==> src/rtl/dart_pkg.sv <==
// dart_pkg -- shared definitions for the dart scorer.
// Holds the game state encoding and the score / points widths used by
// dart_scorer and dart_score_reg. No ports.
package dart_pkg;

  localparam int SCORE_W  = 6;
  localparam int POINTS_W = 2;

  typedef enum logic [1:0] {
    IDLE = 2'd0,
    PLAY = 2'd1,
    WIN  = 2'd2
  } state_t;

endpackage

==> src/rtl/dart_score_reg.sv <==
// dart_score_reg -- one player's remaining score plus its turn snapshot.
// Ports:
//   clk      in   rising-edge clock
//   rst      in   synchronous active-high reset (score = snapshot = TARGET)
//   load     in   new game: score = snapshot = TARGET
//   restore  in   bust: score returns to the turn snapshot
//   update   in   accepted throw: score = value
//   snap     in   turn begins for this player: snapshot = current score
//   value    in   new score for update
//   score    out  remaining score (registered)
// Controls are prioritised load > restore > update; snap is independent
// because the top only snapshots the player that is not throwing.
module dart_score_reg
  import dart_pkg::*;
#(
  parameter int TARGET = 31
) (
  input  logic               clk,
  input  logic               rst,
  input  logic               load,
  input  logic               restore,
  input  logic               update,
  input  logic               snap,
  input  logic [SCORE_W-1:0] value,
  output logic [SCORE_W-1:0] score
);

  localparam logic [SCORE_W-1:0] TARGET_V = SCORE_W'(TARGET);

  logic [SCORE_W-1:0] snapshot;

  // Score and snapshot registers.
  always_ff @(posedge clk) begin
    if (rst) begin
      score    <= TARGET_V;
      snapshot <= TARGET_V;
    end else if (load) begin
      score    <= TARGET_V;
      snapshot <= TARGET_V;
    end else begin
      if (restore) begin
        score <= snapshot;
      end else if (update) begin
        score <= value;
      end else begin
        score <= score;
      end
      if (snap) begin
        snapshot <= score;
      end else begin
        snapshot <= snapshot;
      end
    end
  end

endmodule

==> src/rtl/dart_scorer.sv <==
// dart_scorer -- two-player countdown dart scoring engine.
// Ports:
//   clk          in   rising-edge clock
//   rst          in   synchronous active-high reset
//   start        in   pulse: begin / restart a game
//   throw_valid  in   P carries one throw this cycle
//   P[1:0]       in   points of the throw (0..3)
//   ready        out  throws accepted (PLAY state)
//   player       out  current player
//   throw_cnt    out  throws already taken this turn
//   score0/1     out  remaining score per player
//   bust         out  one-cycle pulse on a bust
//   win          out  game over (level)
//   winner       out  winning player, valid while win=1
// Optional feature: define DART_DOUBLE_OUT_EN so that reaching exactly zero
// only wins with a 3-point throw; any other exact finish busts.
module dart_scorer
  import dart_pkg::*;
#(
  parameter int TARGET          = 31,
  parameter int THROWS_PER_TURN = 3
) (
  input  logic                clk,
  input  logic                rst,
  input  logic                start,
  input  logic                throw_valid,
  input  logic [POINTS_W-1:0] P,
  output logic                ready,
  output logic                player,
  output logic [1:0]          throw_cnt,
  output logic [SCORE_W-1:0]  score0,
  output logic [SCORE_W-1:0]  score1,
  output logic                bust,
  output logic                win,
  output logic                winner
);

  localparam logic [1:0] LAST_THROW = 2'(THROWS_PER_TURN - 1);

  state_t state;

  logic               accept;
  logic [SCORE_W-1:0] cur_score;
  logic [SCORE_W:0]   rem;
  logic               borrow;
  logic               zero;
  logic               win_throw;
  logic               bust_throw;
  logic               normal_throw;
  logic               turn_end;
  logic               load;
  logic               restore0, restore1;
  logic               update0, update1;
  logic               snap0, snap1;

  // Throw evaluation and per-player score controls.
  always_comb begin
    accept       = (state == PLAY) && throw_valid && !start;
    cur_score    = player ? score1 : score0;
    rem          = {1'b0, cur_score} - {{(SCORE_W - POINTS_W + 1){1'b0}}, P};
    borrow       = rem[SCORE_W];
    zero         = (rem == 7'd0);
`ifdef DART_DOUBLE_OUT_EN
    win_throw    = zero && (P == 2'd3);
`else
    win_throw    = zero;
`endif
    bust_throw   = borrow || (zero && !win_throw);
    normal_throw = !borrow && !zero;
    // The turn passes to the other player on a bust or after the last throw.
    turn_end     = accept && (bust_throw || (normal_throw && (throw_cnt == LAST_THROW)));
    load         = start;
    update0      = accept && !player && (normal_throw || win_throw);
    update1      = accept &&  player && (normal_throw || win_throw);
    restore0     = accept && !player && bust_throw;
    restore1     = accept &&  player && bust_throw;
    // Snapshot the incoming player's score when the turn changes hands.
    snap0        = turn_end &&  player;
    snap1        = turn_end && !player;
  end

  dart_score_reg #(.TARGET(TARGET)) u_score0 (
    .clk     (clk),
    .rst     (rst),
    .load    (load),
    .restore (restore0),
    .update  (update0),
    .snap    (snap0),
    .value   (rem[SCORE_W-1:0]),
    .score   (score0)
  );

  dart_score_reg #(.TARGET(TARGET)) u_score1 (
    .clk     (clk),
    .rst     (rst),
    .load    (load),
    .restore (restore1),
    .update  (update1),
    .snap    (snap1),
    .value   (rem[SCORE_W-1:0]),
    .score   (score1)
  );

  // Game FSM with registered status outputs.
  always_ff @(posedge clk) begin
    if (rst) begin
      state     <= IDLE;
      ready     <= 1'b0;
      player    <= 1'b0;
      throw_cnt <= 2'd0;
      bust      <= 1'b0;
      win       <= 1'b0;
      winner    <= 1'b0;
    end else begin
      bust <= 1'b0;
      case (state)
        IDLE, WIN: begin
          if (start) begin
            state     <= PLAY;
            ready     <= 1'b1;
            player    <= 1'b0;
            throw_cnt <= 2'd0;
            win       <= 1'b0;
          end else begin
            state <= state;
          end
        end
        PLAY: begin
          if (start) begin
            state     <= PLAY;
            ready     <= 1'b1;
            player    <= 1'b0;
            throw_cnt <= 2'd0;
            win       <= 1'b0;
          end else if (throw_valid) begin
            if (win_throw) begin
              state  <= WIN;
              ready  <= 1'b0;
              win    <= 1'b1;
              winner <= player;
            end else if (bust_throw) begin
              bust      <= 1'b1;
              player    <= ~player;
              throw_cnt <= 2'd0;
            end else if (throw_cnt == LAST_THROW) begin
              player    <= ~player;
              throw_cnt <= 2'd0;
            end else begin
              throw_cnt <= throw_cnt + 2'd1;
            end
          end else begin
            state <= PLAY;
          end
        end
        default: begin
          state <= IDLE;
          ready <= 1'b0;
        end
      endcase
    end
  end

endmodule

==> config.mk <==
export PLATFORM = sky130hd
export DESIGN_NAME = dart_scorer
export DESIGN_NICKNAME = d
export VERILOG_FILES = /design/src/rtl/dart_pkg.sv /design/src/rtl/dart_score_reg.sv /design/src/rtl/dart_scorer.sv
export SDC_FILE = /design/constraint.sdc
export NUM_CORES = 1
export LEC_CHECK = 0
export CORE_UTILIZATION = 49
export CTS_CLUSTER_DIAMETER = 100
export DETAILED_ROUTE_END_ITERATION = 10
export HOLD_SLACK_MARGIN = 0.15
export PLACE_DENSITY = 0.8
export SYNTH_ARGS = -nofsm -noshare
export SYNTH_HDL_FRONTEND = slang
export SYNTH_SLANG_ARGS = --single-unit
==> constraint.sdc <==
create_clock -name clk -period 3.3 [get_ports clk]
set_input_delay 0.66 -clock clk [delete_from_list [all_inputs] [get_ports clk]]
set_output_delay 0.66 -clock clk [all_outputs]
set_load 0.01 [all_outputs]
# After elaboration in Yosys (flattened, before gate mapping)
# Index checks and enable logic that the tools add are counted.
# classes
add_sub_neg,2
n_eq_ne,9
n_mux,34
bitwise,4
reduce_logical,33
# op_table
op,count
6-bit two-way mux,5
2-bit two-way mux,10
1-bit two-way mux,14
1-bit logical AND,13
4-bit AND reduction,3
"3-bit != test, second input constant",3
2-bit one-hot mux with 2 select lines,2
7-bit logical NOT,1
6-bit by 2-bit subtractor with 7-bit output,1
1-bit one-hot mux with 2 select lines,3
2-bit nonzero test,3
5-bit AND reduction,1
5-bit OR reduction,1
"2-bit equality test, second input constant",2
1-bit logical NOT,4
"4-bit by 3-bit != test with 1-bit output, second input constant",1
"4-bit != test, second input constant",1
1-bit NOT,4
2-bit OR reduction,2
3-bit AND reduction,1
"2-bit by 1-bit adder with 2-bit output, second input constant",1
"2-bit by 1-bit equality test with 1-bit output, second input constant",1
2-bit logical NOT,1
1-bit logical OR,2
2 further kinds,2
# word_totals
regBits,33
in_bits,6
out_inout_bits,19
wordCells,93

# Depth between registers and ports, before layout
# Gate-level depths: netlist (run 1).
# logic_depth
word_depth,9
ltp_mapped,13

# By module
# From an unflattened synthesis (run 1), not the netlist that was laid out.
# hier_totals
cells_unflattened,187
hier_area_um2,1756.7
# by_module_without_submodules
module,n_inst,cells_per_inst,area_each_um2,seq_area_each_um2
dart_score_reg,2,48,516.7,240.2
dart_scorer,1,91,723.2,180.2

# Worst setup path before layout (run 1)
# OpenSTA, ideal clock, no wires.
# synth_path
path_kind,flip-flop to flip-flop
start,register player
end,register u_score0.snapshot[0]
setup_ns,0.072
arrival_time_ns,3.252
required_time_ns,3.228
slack_ns,-0.024
path_stages_with_launch,13
path_buffers,3
synth_period_minus_slack_ns,3.324
cell_sequence,dfxtp_1 buf_6 clkbuf_1 mux2i_1 ha_1 inv_1 fa_1 clkbuf_1 nor4b_1 or3_1 nand2_1 a221oi_4 mux2i_1
# synth_between
elab_chain_len,9
# synth_lines
element,line_no,rtl
"start, declared",dart_scorer.sv:29,"output logic player,"
"start signal, assigned",dart_scorer.sv:143,player <= ~player;
"start signal, assigned",dart_scorer.sv:146,player <= ~player;
6-bit two-way mux,dart_scorer.sv:59,cur_score = player ? score1 : score0;
6-bit by 2-bit subtractor with 7-bit output,dart_scorer.sv:60,"rem = {1'b0, cur_score} - {{(SCORE_W - POINTS_W + 1){1'b0}}, P};"
7-bit logical NOT,dart_scorer.sv:62,zero = (rem == 7'd0);
1-bit logical NOT,dart_scorer.sv:69,normal_throw = !borrow && !zero;
1-bit logical AND,dart_scorer.sv:69,
1-bit logical AND,dart_scorer.sv:71,turn_end = accept && (bust_throw || (normal_throw && (throw_cnt == LAST_THROW)));
1-bit logical OR,dart_scorer.sv:71,
1-bit logical AND,dart_scorer.sv:71,
1-bit logical AND (*),dart_scorer.sv:78,snap0 = turn_end && player;
"end signal, assigned",dart_score_reg.sv:49,snapshot <= score;
"end signal, assigned",dart_score_reg.sv:51,snapshot <= snapshot;
"end, declared",dart_score_reg.sv:30,logic [SCORE_W-1:0] snapshot;
# Mark *: on every way between the ends. The rest lies on a longest branch, timed or not.
# A chain may end at the register's enable or synchronous reset.

# Worst setup path in the final report (run 1)
# layout_path
start,input port P[0]
end,register u_score0.snapshot[1]
# layout_between
elab_chain_len,8
# layout_lines
element,line_no,rtl
"start, declared",dart_scorer.sv:27,"input logic [POINTS_W-1:0] P,"
6-bit by 2-bit subtractor with 7-bit output (*),dart_scorer.sv:60,
7-bit logical NOT,dart_scorer.sv:62,
1-bit logical NOT,dart_scorer.sv:69,
1-bit logical AND,dart_scorer.sv:69,
1-bit logical AND,dart_scorer.sv:71,
1-bit logical OR (*),dart_scorer.sv:71,
1-bit logical AND (*),dart_scorer.sv:71,
1-bit logical AND (*),dart_scorer.sv:78,
# Marked as above.

==> flow_summary.yaml, run 1 <==
outcome:
  outcome: "finished, final reports clean"
timing:
  final-hold-violation-count: 0
  fin_skew_ns: 0.006540
  rsz0062_at_grt: "no"
  finalCriticalPeriod_ns: 2.984
  slew_violations: 0
  final.period_utilization_pct: 90.42
  setup-violations-final: 0
  holdWs_ns: 0.4691
  clock.fmax_mhz: 335.2
  relSlewSlack_pct: 41.87
  timing.final.ws_setup_ns: 0.3163
  worst-slew-pin-transition_ns: 0.8688
floorplan:
  num_rows: 21
  start_util_pct: 52.09
  io_pins: 25
  die_y_um: 62.26
  core_area_sq_mm: 0.003416
  die_w_um: 62.26
  die_area_sq_mm: 0.003876
routing:
  vias: 1562
  via_per_inst: 5.481
  antenna_left: 0
  wl_um: 3959
  drtPass1Iterations: 4
  wire_per_inst_um: 13.89
  drt_iter0_markers: 102
  drc_errors: 0
synth:
  synth_ff_type: "dfxtp_1"
  synth_top_family_by_area: "simple AND/OR/NAND/NOR gates"
  synth_compound_area_share_pct: 19.55
  synthAdderAreaFrac_pct: 2.532
  ys_ff_latch: 33
  syn_inst: 201
  synth_mux_area_share_pct: 15.05
  synth_edf_count: 0
  yosys.area_share.simple_pct: 20.46
  ys_types: 42
  synth_top_area_share_pct: 37.13
  synth.top_cells.by_area: "dfxtp_1, mux2i_1, nor2_1"
  netlist_area_sq_mm: 0.001779
  syn_nets: 210
  synth_xor_area_share_pct: 1.477
  synth_area_per_cell_sq_um: 8.852
  postSynth.asyncResetShare_pct: 0
  synth-seq-area-share_pct: 37.13
  yosysWarnings: 0
  yosysTopAreaCell: "dfxtp_1"
global_routing:
  grt.overflow.total: 0
  track_usage_pct: 23.16
  grt_pass1_vias: 1501
  grt_pass1_wl_um: 7079
  antenna_found_initial: 0
  grt_max_degree: 28
layout:
  fin_nets: 247
  fin_cells: 285
  layout_commonest_cell: "dfxtp_1"
  num-fill-cells: 295
  regArea_sq_um: 660.6
  antennaDiodeCount: 0
  final_layout_size_suffix_gt1_share_pct: 15.06
  multi_input_area_sq_mm: 0.001057
  finalInstanceArea_sq_mm: 0.002211
  final_cell_mix: "dfxtp_1, nor2_1, clkdlybuf4s50_1"
  area_growth_pct: 24.26
placed_design:
  place.port_buffers: 24
  dp_hpwl_um: 2947
  dp_slack_ns: -0.01795
  place_area_sq_mm: 0.002162
  place_inst: 277
  globalplace.congestion: 0.8827
clocking:
  root_buffer: "clkbuf_4"
  cts_buffer_depth: 2
  cts_resized: 0
  cts_buffers: 5
  tritoncts: "done"
  cts_setup_buffers: 0
  htree_num_levels: 2
  cts_sinks: 33
  clkTransAtPathRegs_ns: 0.09
  cts.hold.buffers_added: 0
  clk_latency_ns: 0.33
pwr:
  p_leak_nw: 0.8053
  powerDensity_mw_per_mm2: 307.5
  ir_worst_vdd_uv: 237.3
  finalPower_mw: 0.6799
hold_path:
  min_delay_path_depth: 2
  min_from: "winner"
  whs_endpoint: "winner"
  hp-class: "register to register"
critical_path:
  required_ns: 3.56
  r2r_start: "player"
  worstPathArrival_ns: 3.24
  regToRegEndpoint: "u_score0.snapshot[1]"
  reg2regPathDepth: 11
  start_kind: "input pin"
  cp-end-kind: "register"
  crit_path_max_fanout: 5
  critPathKind: "input pin to register"
  reg2reg_slack_ns: 0.43
flow_run:
  drv_cap: 0
==> per-stage QoR <==
stage                     util (%)   TNS, ns
after floorplan                  -         0
after global placement       63.30         0
after detailed placement     63.30  -0.02952
after CTS                    64.73         0
after global routing         64.73         0
final                        64.73         0
==> area by class of cell <==
| cell class | instances | area share [%] |
|---|---|---|
| well taps | 46 | 2.603 |
| multi-input cells | 152 | 47.82 |
| flip-flops and latches | 33 | 29.88 |
| inverters | 5 | 0.8489 |
| clock buffers | 8 | 2.207 |
| repair buffers | 41 | 16.64 |
==> report_power, final <==
| part | leakage (nW) | switching, mW | internal [mW] |
|---|---|---|---|
| clock | 0.0265 | 0.125 | 0.0848 |
| combinational | 0.511 | 0.0351 | 0.0280 |
| sequential | 0.268 | 0.00491 | 0.402 |
| total | 0.805 | 0.165 | 0.515 |
==> critical path: stages <==
cell and delay [ns]:
clkdlybuf4s50_1 0.46, ha_1 0.16, inv_1 0.05, fa_1 0.48, nor4_1 0.25, buf_4 0.19
or3_1 0.16, nand2_1 0.15, a221oi_4 0.31, buf_4 0.19, mux2i_1 0.19
==> registers in the layout (all words and copies together), names as in the netlist <==
signal / count
ready: 1
win: 1
state: 2
u_score1.score: 6
u_score0.score: 6
bust: 1
player: 1
throw_cnt: 2
u_score1.snapshot: 6
winner: 1
u_score0.snapshot: 6
==> synth_stat cells (all sizes together), types with 2 or more instances <==
library cell / instances
clkbuf: 10
nand3: 5
nand2: 17
xor2: 2
dfxtp: 33
or4: 2
inv: 5
a21o: 2
mux2i: 23
mux2: 3
o21ai: 10
nor2: 28
nor3: 3
a32oi: 2
nor3b: 2
ha: 2
nand3b: 4
o31ai: 5
or4b: 2
nand2b: 2
a21oi: 16
and2: 4
o211ai: 4
==> how the worst max path moves through the flow <==
stage	end	slack (ns)	cells after the start	start
6_report	u_score0.snapshot[1]	0.32	11	P[0]
5_1_grt	u_score0.snapshot[0]	0.19	11	P[0]
4_1_cts	u_score0.snapshot[1]	0.33	11	P[0]
3_5_place_dp	u_score0.snapshot[0]	-0.02	11	P[0]
3_3_place_gp	u_score0.snapshot[0]	0.02	11	P[0]
2_1_floorplan	u_score0.snapshot[0]	0.05	12	player
==> layer usage <==
layer  global-route usage (%)  routed length (um)  vias up
met5                        0                   0        -
met4                    9.012                  88        0
met3                    5.331                 166        8
met2                    38.32                1870       46
met1                    29.08                1834      719
li1                         -                   -      789
==> kinds of logic (layout without fill, tap and decap cells) <==
group                    count (synthesis)  in the layout
AO/OA/AOI/OAI                           46             46
XOR/XNOR                                 3              3
adder cells (fa/ha/maj)                  3              3
buffers and inverters                   16             54
flip-flops                              33             33
multiplexers                            26             26
AND/OR/NAND/NOR                         74             74
(Power assumes the default switching activity.)
==> inputs of run 2 (changes only) <==
CAP_MARGIN = 20   (was default)
==> results of run 2 <==
No change in the layout: final DEF, timing and power equal those of run 1.
==> inputs of run 3 (changes only) <==
PLACE_DENSITY = default   (was 0.8)
PLACE_DENSITY_LB_ADDON = 0.12   (was default)
==> flow_summary.yaml, run 3 (synthesized netlist as in run 1, its figures left out) <==
timing:
  rsz0062_at_grt: "no"
  worst-slew-pin-transition_ns: 0.8611
  relSlewSlack_pct: 42.38
  final.period_utilization_pct: 89.44
  slew_violations: 0
  fin_setup_tns_ns: 0
  final-hold-violation-count: 0
  fin_skew_ns: 0.004060
  clock.fmax_mhz: 338.8
  holdWs_ns: 0.4796
  finalCriticalPeriod_ns: 2.952
  setup-violations-final: 0
clocking:
  cts_buffers: 5
  cts.hold.buffers_added: 0
  clkTransAtPathRegs_ns: 0.10
  cts_buffer_depth: 2
  cts_resized: 0
  clk_latency_ns: 0.33
  cts_sinks: 33
  tritoncts: "done"
  cts_setup_buffers: 0
  root_buffer: "clkbuf_4"
  htree_num_levels: 2
layout:
  layout_commonest_cell: "dfxtp_1"
  fin_cells: 283
  final_cell_mix: "dfxtp_1, nor2_1, clkdlybuf4s50_1"
  regArea_sq_um: 660.6
  area_growth_pct: 24.12
  num-fill-cells: 300
  antennaDiodeCount: 0
  final_layout_size_suffix_gt1_share_pct: 14.35
  fin_nets: 245
  finalInstanceArea_sq_mm: 0.002208
  multi_input_area_sq_mm: 0.001057
placed_design:
  place.port_buffers: 24
  dp_hpwl_um: 3155
  globalplace.congestion: 0.8671
  place_inst: 275
  place_area_sq_mm: 0.002160
hold_path:
  min_from: "winner"
  hp-class: "register to register"
floorplan:
  num_rows: 21
  die_area_sq_mm: 0.003876
  die_w_um: 62.26
  core_area_sq_mm: 0.003416
  start_util_pct: 52.09
  io_pins: 25
  die_y_um: 62.26
outcome:
  outcome: "finished, final reports clean"
routing:
  via_per_inst: 5.795
  vias: 1640
  wl_um: 4261
  drc_errors: 0
  wire_per_inst_um: 15.06
  antenna_left: 0
  drt_iter0_markers: 124
  drtPass1Iterations: 4
global_routing:
  grt.met3_usage_pct: 5.147
  grt.overflow.total: 0
  grt_pass1_wl_um: 7307
  met2_usage_pct: 43.41
  grt_use_met1_pct: 26.91
  grt_pass1_vias: 1611
  antenna_found_initial: 0
  grt_max_degree: 28
  track_usage_pct: 23.94
  busiest_layer: "met2"
critical_path:
  start_kind: "input pin"
  critPathKind: "input pin to register"
  cp-end-kind: "register"
  crit_chain: "clkdlybuf4s50_1, ha_1, inv_1, fa_1, nor4b_2, buf_4, o22ai_2, a21o_1, a21oi_4, buf_4, mux2i_1"
  cp-startpoint: "P[0]"
  cp_slowest_stage_delay_ns: 0.48
  r2r_start: "player"
  reg2reg_slack_ns: 0.41
  critPathCapture: "u_score1.snapshot[0]"
  worstPathArrival_ns: 3.21
  path_buf_inv: 4
  crit_top_cell: "buf_4"
  regToRegEndpoint: "u_score1.snapshot[0]"
  cp_top_family: "buffers and inverters"
  required_ns: 3.56
  crit_path_max_fanout: 6
  cp.depth: 11
  reg2regPathDepth: 11
  cpMaxStageDelayCell: "fa_1"
flow_run:
  drv_cap: 0
pwr:
  p_leak_nw: 0.7984
  powerDensity_mw_per_mm2: 310.5
  finalPower_mw: 0.6858
  ir_worst_vdd_uv: 179.5
-- run 3: cell types whose count changed in the layout (fill, tap and decap cells not counted), sizes merged --
cell,previous run,this run
buf,17,15
-- run 3: area by class of cell --
type | instances | share of cell area [%]
Tap cell | 46 | 2.606
Sequential cell | 33 | 29.92
Timing Repair Buffer | 39 | 16.54
Clock buffer | 8 | 2.210
Multi-Input combinational cell | 152 | 47.88
Inverter | 5 | 0.8499
-- run 3: per-stage QoR --
stage / setup slack, ns / utilization, %
2_1_floorplan: 0.05373 / -
5_1_grt: 0.2187 / 64.65
3_5_place_dp: -0.01553 / 63.22
3_3_place_gp: 0.03727 / 63.22
6_report: 0.3484 / 64.65
4_1_cts: 0.3387 / 64.65
-- run 3: routing by layer --
layer / vias up / share of wire, %
li1: 796 / -
met1: 799 / 43
met2: 37 / 51
met3: 8 / 4.1
met4: 0 / 1.6
met5: - / 0
-- run 3: where the power goes --
group / switching [mW] / total, mW / internal, mW / leakage [nW]
combinational: 0.0364 / 0.0646 / 0.0282 / 0.504
sequential: 0.00500 / 0.407 / 0.402 / 0.268
clock: 0.129 / 0.214 / 0.0848 / 0.0265
total: 0.171 / 0.686 / 0.515 / 0.798
-- run 3: worst min path at each step --
stage | depth (start not counted) | endpoint | slack [ns]
after floorplan | 2 | u_score0.snapshot[5] | 0.44
after global placement | 2 | u_score1.snapshot[5] | 0.44
after detailed placement | 2 | u_score1.snapshot[5] | 0.47
after CTS | 2 | u_score1.snapshot[5] | 0.48
after global routing | 2 | winner | 0.50
final | 2 | winner | 0.48
-- run 3: worst reg2reg max path, cell delays in order (launching register included) --
cell and delay, ns:
dfxtp_1 0.47, mux2i_1 0.23, ha_1 0.19, inv_1 0.06, fa_1 0.48, nor4b_2 0.33
buf_4 0.18, o22ai_2 0.14, a21o_1 0.24, a21oi_4 0.12, buf_4 0.17, mux2i_1 0.20
==> patch 1 (settings of run 3) <==
Set the package constant `POINTS_W` to 4 (it was 2).
--- a/src/rtl/dart_pkg.sv
+++ b/src/rtl/dart_pkg.sv
@@ -4,7 +4,7 @@
 package dart_pkg;
 
   localparam int SCORE_W  = 6;
-  localparam int POINTS_W = 2;
+  localparam int POINTS_W = 4;
 
   typedef enum logic [1:0] {
     IDLE = 2'd0,
Ports: changed (resized P); port bits go from 25 to 27. No check against the original RTL was run, so the function may have changed too.
==> patch 1 against run 3 <==
Power increased by 9.5%. Area after synthesis fell by 8.3%. Design area decreased by 8.8%. Wire length shrank 9.1%. Synthesized cell count is 1.0% lower. Sequential cell count stayed put. Largest cell class unchanged. Largest power group unchanged. Register-to-register slack got worse by 130 ps. Critical path depth unchanged. First-iteration DRC count shrank 32%. Highest routed layer unchanged. Setup slack got worse by 68 ps. Clock skew increased by 4.3 ps.
==> patch 1: results (changes against run 3) <==
status:
  status: "complete, no violations"
power_and_ir_drop:
  ir_drop_uv: 253.4  # +41%
  combPwrFrac: 0.110  # +0.016
  p_per_area_nw_per_um2: 372.7  # +20%
  pg_clk_mw: 0.262  # +22%
  switchingPower_mw: 0.1882  # +10%
  p_leak_nw: 0.6949  # -13%
synthesis:
  synth_fp_nets: 212  # +0.95%
  synthFlopType: "dfxtp_1"
  synthTopCellsByArea: "dfxtp_1 (40%), a21oi_1 (9.5%), o21ai_0 (5.8%), nor2_1 (4.1%), nor3_1 (4.0%)"
  ys_warn_count: 0  # unchanged
  syn_inst: 199  # -1.0%
  ys_types: 39  # -7.1%
  synth_seq_area_share: 0.4049  # +0.03360
  synth_commonest_cells: "dfxtp_1 (33), a21oi_1 (31), o21ai_0 (19), nor2_1 (18), nor3_1 (13)"
  synthArstFlopShare: 0  # unchanged
finish:
  fin_nets: 240  # -2.0%
  fillerInstances: 299  # -0.33%
  drive_above_1_share: 0.1096  # -0.03381
  n_antenna_cell: 0  # unchanged
routing:
  drt-total-wl_mm: 3.873  # -9.1%
  wire_per_inst_um: 14.24  # -5.4%
  viasPerCell: 5.732  # -1.1%
  drtIter0Drc: 84  # -32%
  firstDrtPassIters: 4  # unchanged
placement:
  io_buffers: 26  # +8.3%
  place_ws_ps: -57.08  # -41.54 ps
  gp_congestion: 0.8130  # -6.2%
  place_inst: 264  # -4.0%
  dp_hpwl_mm: 2.826  # -10%
  placed_area_um2: 1943  # -10%
clock_network:
  clock_latency_ps: 340
  cts-root-buf: "clkbuf_4"
  clkTransAtPathRegs_ps: 100  # about the same
  cts_buffers: 5  # unchanged
  post_cts_buffers: 0  # unchanged
  htreeDepth: 2  # unchanged
worst_setup_path:
  r2r-end: "u_score0.snapshot[2]"
  cp.arrival_ps: 3290  # +80 ps
  reg2reg_depth: 11  # unchanged
  crit_family: "compound AO/OA/AOI/OAI gates"
  slowest_stage: "a21oi_1"
  crit_path_max_incr_delay_ps: 690  # +210 ps
  path_max_fanout: 12  # +6
  reg2reg_from: "player"
hold_path:
  hold_end: "u_score0.snapshot[5]"
  worstHoldStart: "u_score0.snapshot[5]"
  holdPathStages: 2  # unchanged
global_route:
  grt.total_usage: 0.2398  # +0.0003872
  grt_pass1_wl_mm: 6.230  # -15%
  grt_pass1_vias: 1409  # -13%
  grt_max_degree: 29  # +3.6%
  antenna_found_initial: 0  # unchanged
sta:
  worst-slew-pin-transition_ps: 865.2  # +4.052 ps
  finalWorstSetupSlack_ps: 280.6  # -67.83 ps
  worst_hold_slack_ps: 476.3  # -3.280 ps
  skew_ps: 8.404  # +4.344 ps
  hold_violations: 0  # unchanged
==> patch 1: changes by cell type in the layout (fill, tap and decap cells not counted), moves of 5 or more <==
cell	run 3	this run
mux2i_1	23	4
nor2_1	28	18
buf_4	14	5
nand2_1	17	12
o21ai_0	10	19
nor3_1	3	13
o31ai_1	5	0
a21oi_1	14	31
==> patch 1: metal layers <==
metal / share of wire / routed length [µm] / GRT usage / vias to the layer above
met5: 0 / 0 / 0 / -
met1: 0.42 / 1640 / 0.2978 / 744
met4: 0.027 / 106 / 0.1429 / 0
li1: - / - / - / 757
met3: 0.053 / 207 / 0.04978 / 13
met2: 0.50 / 1918 / 0.3810 / 45
==> patch 1: logic make-up (layout without fill, tap and decap cells) <==
family,Yosys count,after routing,share of synthesized area
AND/OR/NAND/NOR,69,69,0.2124
flip-flops,33,33,0.4049
multiplexers,7,7,0.04524
buffers and inverters,18,47,0.04371
AO/OA/AOI/OAI,63,63,0.2247
XOR/XNOR,4,4,0.02608
adder cells (fa/ha/maj),5,5,0.04295
==> patch 1: worst max-delay path by stage <==
stage | start | end | depth (start not counted)
finish | P[0] | u_score0.snapshot[2] | 11
global route | player | u_score0.snapshot[1] | 11
CTS | player | win | 10
detailed placement | P[0] | win | 10
global placement | P[0] | win | 10
floorplan | player | win | 9
==> patch 1: layout make-up <==
type,count,area [µm²],area share
Sequential cell,33,661.9,0.3286
Timing Repair Buffer,31,297.8,0.1478
Inverter,8,30.03,0.01491
Clock inverter,1,5.005,0.002484
Clock buffer,7,65.06,0.03230
Multi-Input combinational cell,148,899.6,0.4466
Tap cell,44,55.05,0.02733
==> patch 1: what timing repair did <==
item	CTS	global route
gates resized for setup	0	1
hold buffers	0	0
endpoints found under the setup margin	0	15
==> patch 2 (settings of run 3) <==
Without the edit above. Encoding of `state_t`: now one-hot (3 bits for 3 states).
--- a/src/rtl/dart_pkg.sv
+++ b/src/rtl/dart_pkg.sv
@@ -6,10 +6,10 @@
   localparam int SCORE_W  = 6;
   localparam int POINTS_W = 2;
 
-  typedef enum logic [1:0] {
-    IDLE = 2'd0,
-    PLAY = 2'd1,
-    WIN  = 2'd2
+  typedef enum logic [2:0] {
+    IDLE = 3'b001,
+    PLAY = 3'b010,
+    WIN  = 3'b100
   } state_t;
 
 endpackage
Formal check against the unedited RTL: same outputs for any inputs over 10 cycles, from zero or initial values and one cycle with rst high; not proved beyond that.
==> patch 2 against run 3 <==
Design area increased by 0.34%. Clock power up 82%. Maximum frequency decreased by 2.9%. Sequential power increased by 2%. Area after synthesis rose by 1.5%. Register-to-register slack lost 30 ps. Sequential cell count up 1. Clock skew increased by 2.6 ps. Setup slack lost 87 ps. First-iteration DRC count rose by 140%. Power up 26%. Wire length grew 14%.
==> patch 2: results (changes against run 3) <==
status:
  status: "complete, no violations"
global_route:
  grt_util_met3: 0.06022  # +0.008748
  met2_usage: 0.4130  # -0.02102
  grt_util_met1: 0.3549  # +0.08585
  grt_pass1_wl_mm: 7.941  # +8.7%
  grt.total_usage: 0.2633  # +0.02390
  grt_max_degree: 16  # -43%
  grt_pass1_vias: 1604  # -0.43%
synthesis:
  ys_types: 51  # +21%
  synthTopCellsByArea: "dfxtp_1 (38%), nand3_1 (7.2%), a21oi_1 (5.8%), o21ai_0 (4.4%), o21ai_1 (3.6%)"
  syn_inst: 211  # +5.0%
  synth_fp_nets: 220  # +4.8%
  post_synth_xor_area_fraction: 0.03324  # +0.01847
  synth_seq_area_share: 0.3767  # +0.005423
  synthArstFlopShare: 0  # unchanged
  synth_commonest_cells: "dfxtp_1 (34), nand3_1 (26), a21oi_1 (21), o21ai_0 (16)"
routing:
  vias: 1731  # +5.5%
  firstDrtPassIters: 4  # unchanged
  met2_length_mm: 2.257  # +4.0%
  route.met3.wl_um: 379  # +120%
  drt-total-wl_mm: 4.858  # +14%
  drtIter0Drc: 293  # +140%
  drt-met1-wl_mm: 2.172  # +18%
worst_setup_path:
  r2r_setup_slack_ps: 380  # -30 ps
  path_max_fanout: 9  # +3
  cp.arrival_ps: 3240  # +30 ps
  r2r-end: "player"
clock_network:
  clock_latency_ps: 280  # -50 ps
  htreeDepth: 2  # unchanged
  cts-root-buf: "clkbuf_8"
  clkTransAtPathRegs_ps: 70  # -30 ps
  clockBufferDepth: 2  # unchanged
power_and_ir_drop:
  p_leak_nw: 0.7627  # -4.5%
  ir_drop_uv: 221.8  # +24%
sta:
  skew_ps: 6.655  # +2.595 ps
  worst-slew-pin-transition_ps: 538.6  # -322.5 ps
placement:
  place_inst: 277  # +0.73%
  dp_hpwl_mm: 3.523  # +12%
finish:
  fin_nets: 247  # +0.82%
  stdcell_count: 284  # +0.35%
[patch 2: worst min path at each step]
stage,from,endpoint,slack (ps),depth (start not counted)
after floorplan,u_score1.snapshot[2],u_score1.snapshot[2],440,2
after global placement,win,win,460,2
after detailed placement,u_score1.snapshot[2],u_score1.snapshot[2],460,2
after CTS,win,win,480,2
after global routing,win,win,500,2
final,win,win,480,2
[patch 2: report_power, final]
group / switching, mW / internal [mW] / total, mW
Clock: 0.148 / 0.242 / 0.390
Combinational: 0.0377 / 0.0227 / 0.0604
Sequential: 0.00398 / 0.413 / 0.417
[patch 2: critical path: stages]
cell             delay [ps]
clkdlybuf4s50_1         460
ha_1                    190
inv_1                    60
fa_1                    420
nor4b_1                 310
nor2_1                  120
xnor2_1                 180
buf_4                   170
a41o_1                  390
o21ai_1                 120
a21oi_1                 160
[patch 2: layout make-up]
| class | count | area [µm²] |
|---|---|---|
| Clock inverter | 1 | 30.03 |
| Sequential cell | 34 | 680.7 |
| Fill cell | 297 | 1226 |
| Multi-Input combinational cell | 161 | 1054 |
| Clock buffer | 6 | 82.58 |
| Inverter | 5 | 18.77 |
| Timing Repair Buffer | 31 | 292.8 |
| Tap cell | 46 | 57.56 |
[patch 2: through the flow]
| stage | util | hold WS, ps | total power [mW] | instance area (µm²) | setup WS [ps] |
|---|---|---|---|---|---|
| floorplan | - | 442.7 | 0.4634 | 1807 | 196.0 |
| global placement | 0.6111 | 456.1 | 0.4842 | 2103 | 127.6 |
| detailed placement | 0.6111 | 463.1 | 0.4860 | 2103 | 42.36 |
| CTS | 0.6438 | 479.1 | 0.8700 | 2216 | 264.1 |
| global route | 0.6438 | 504.3 | 0.8986 | 2216 | 115.3 |
| finish | 0.6438 | 475.2 | 0.8674 | 2216 | 261.6 |
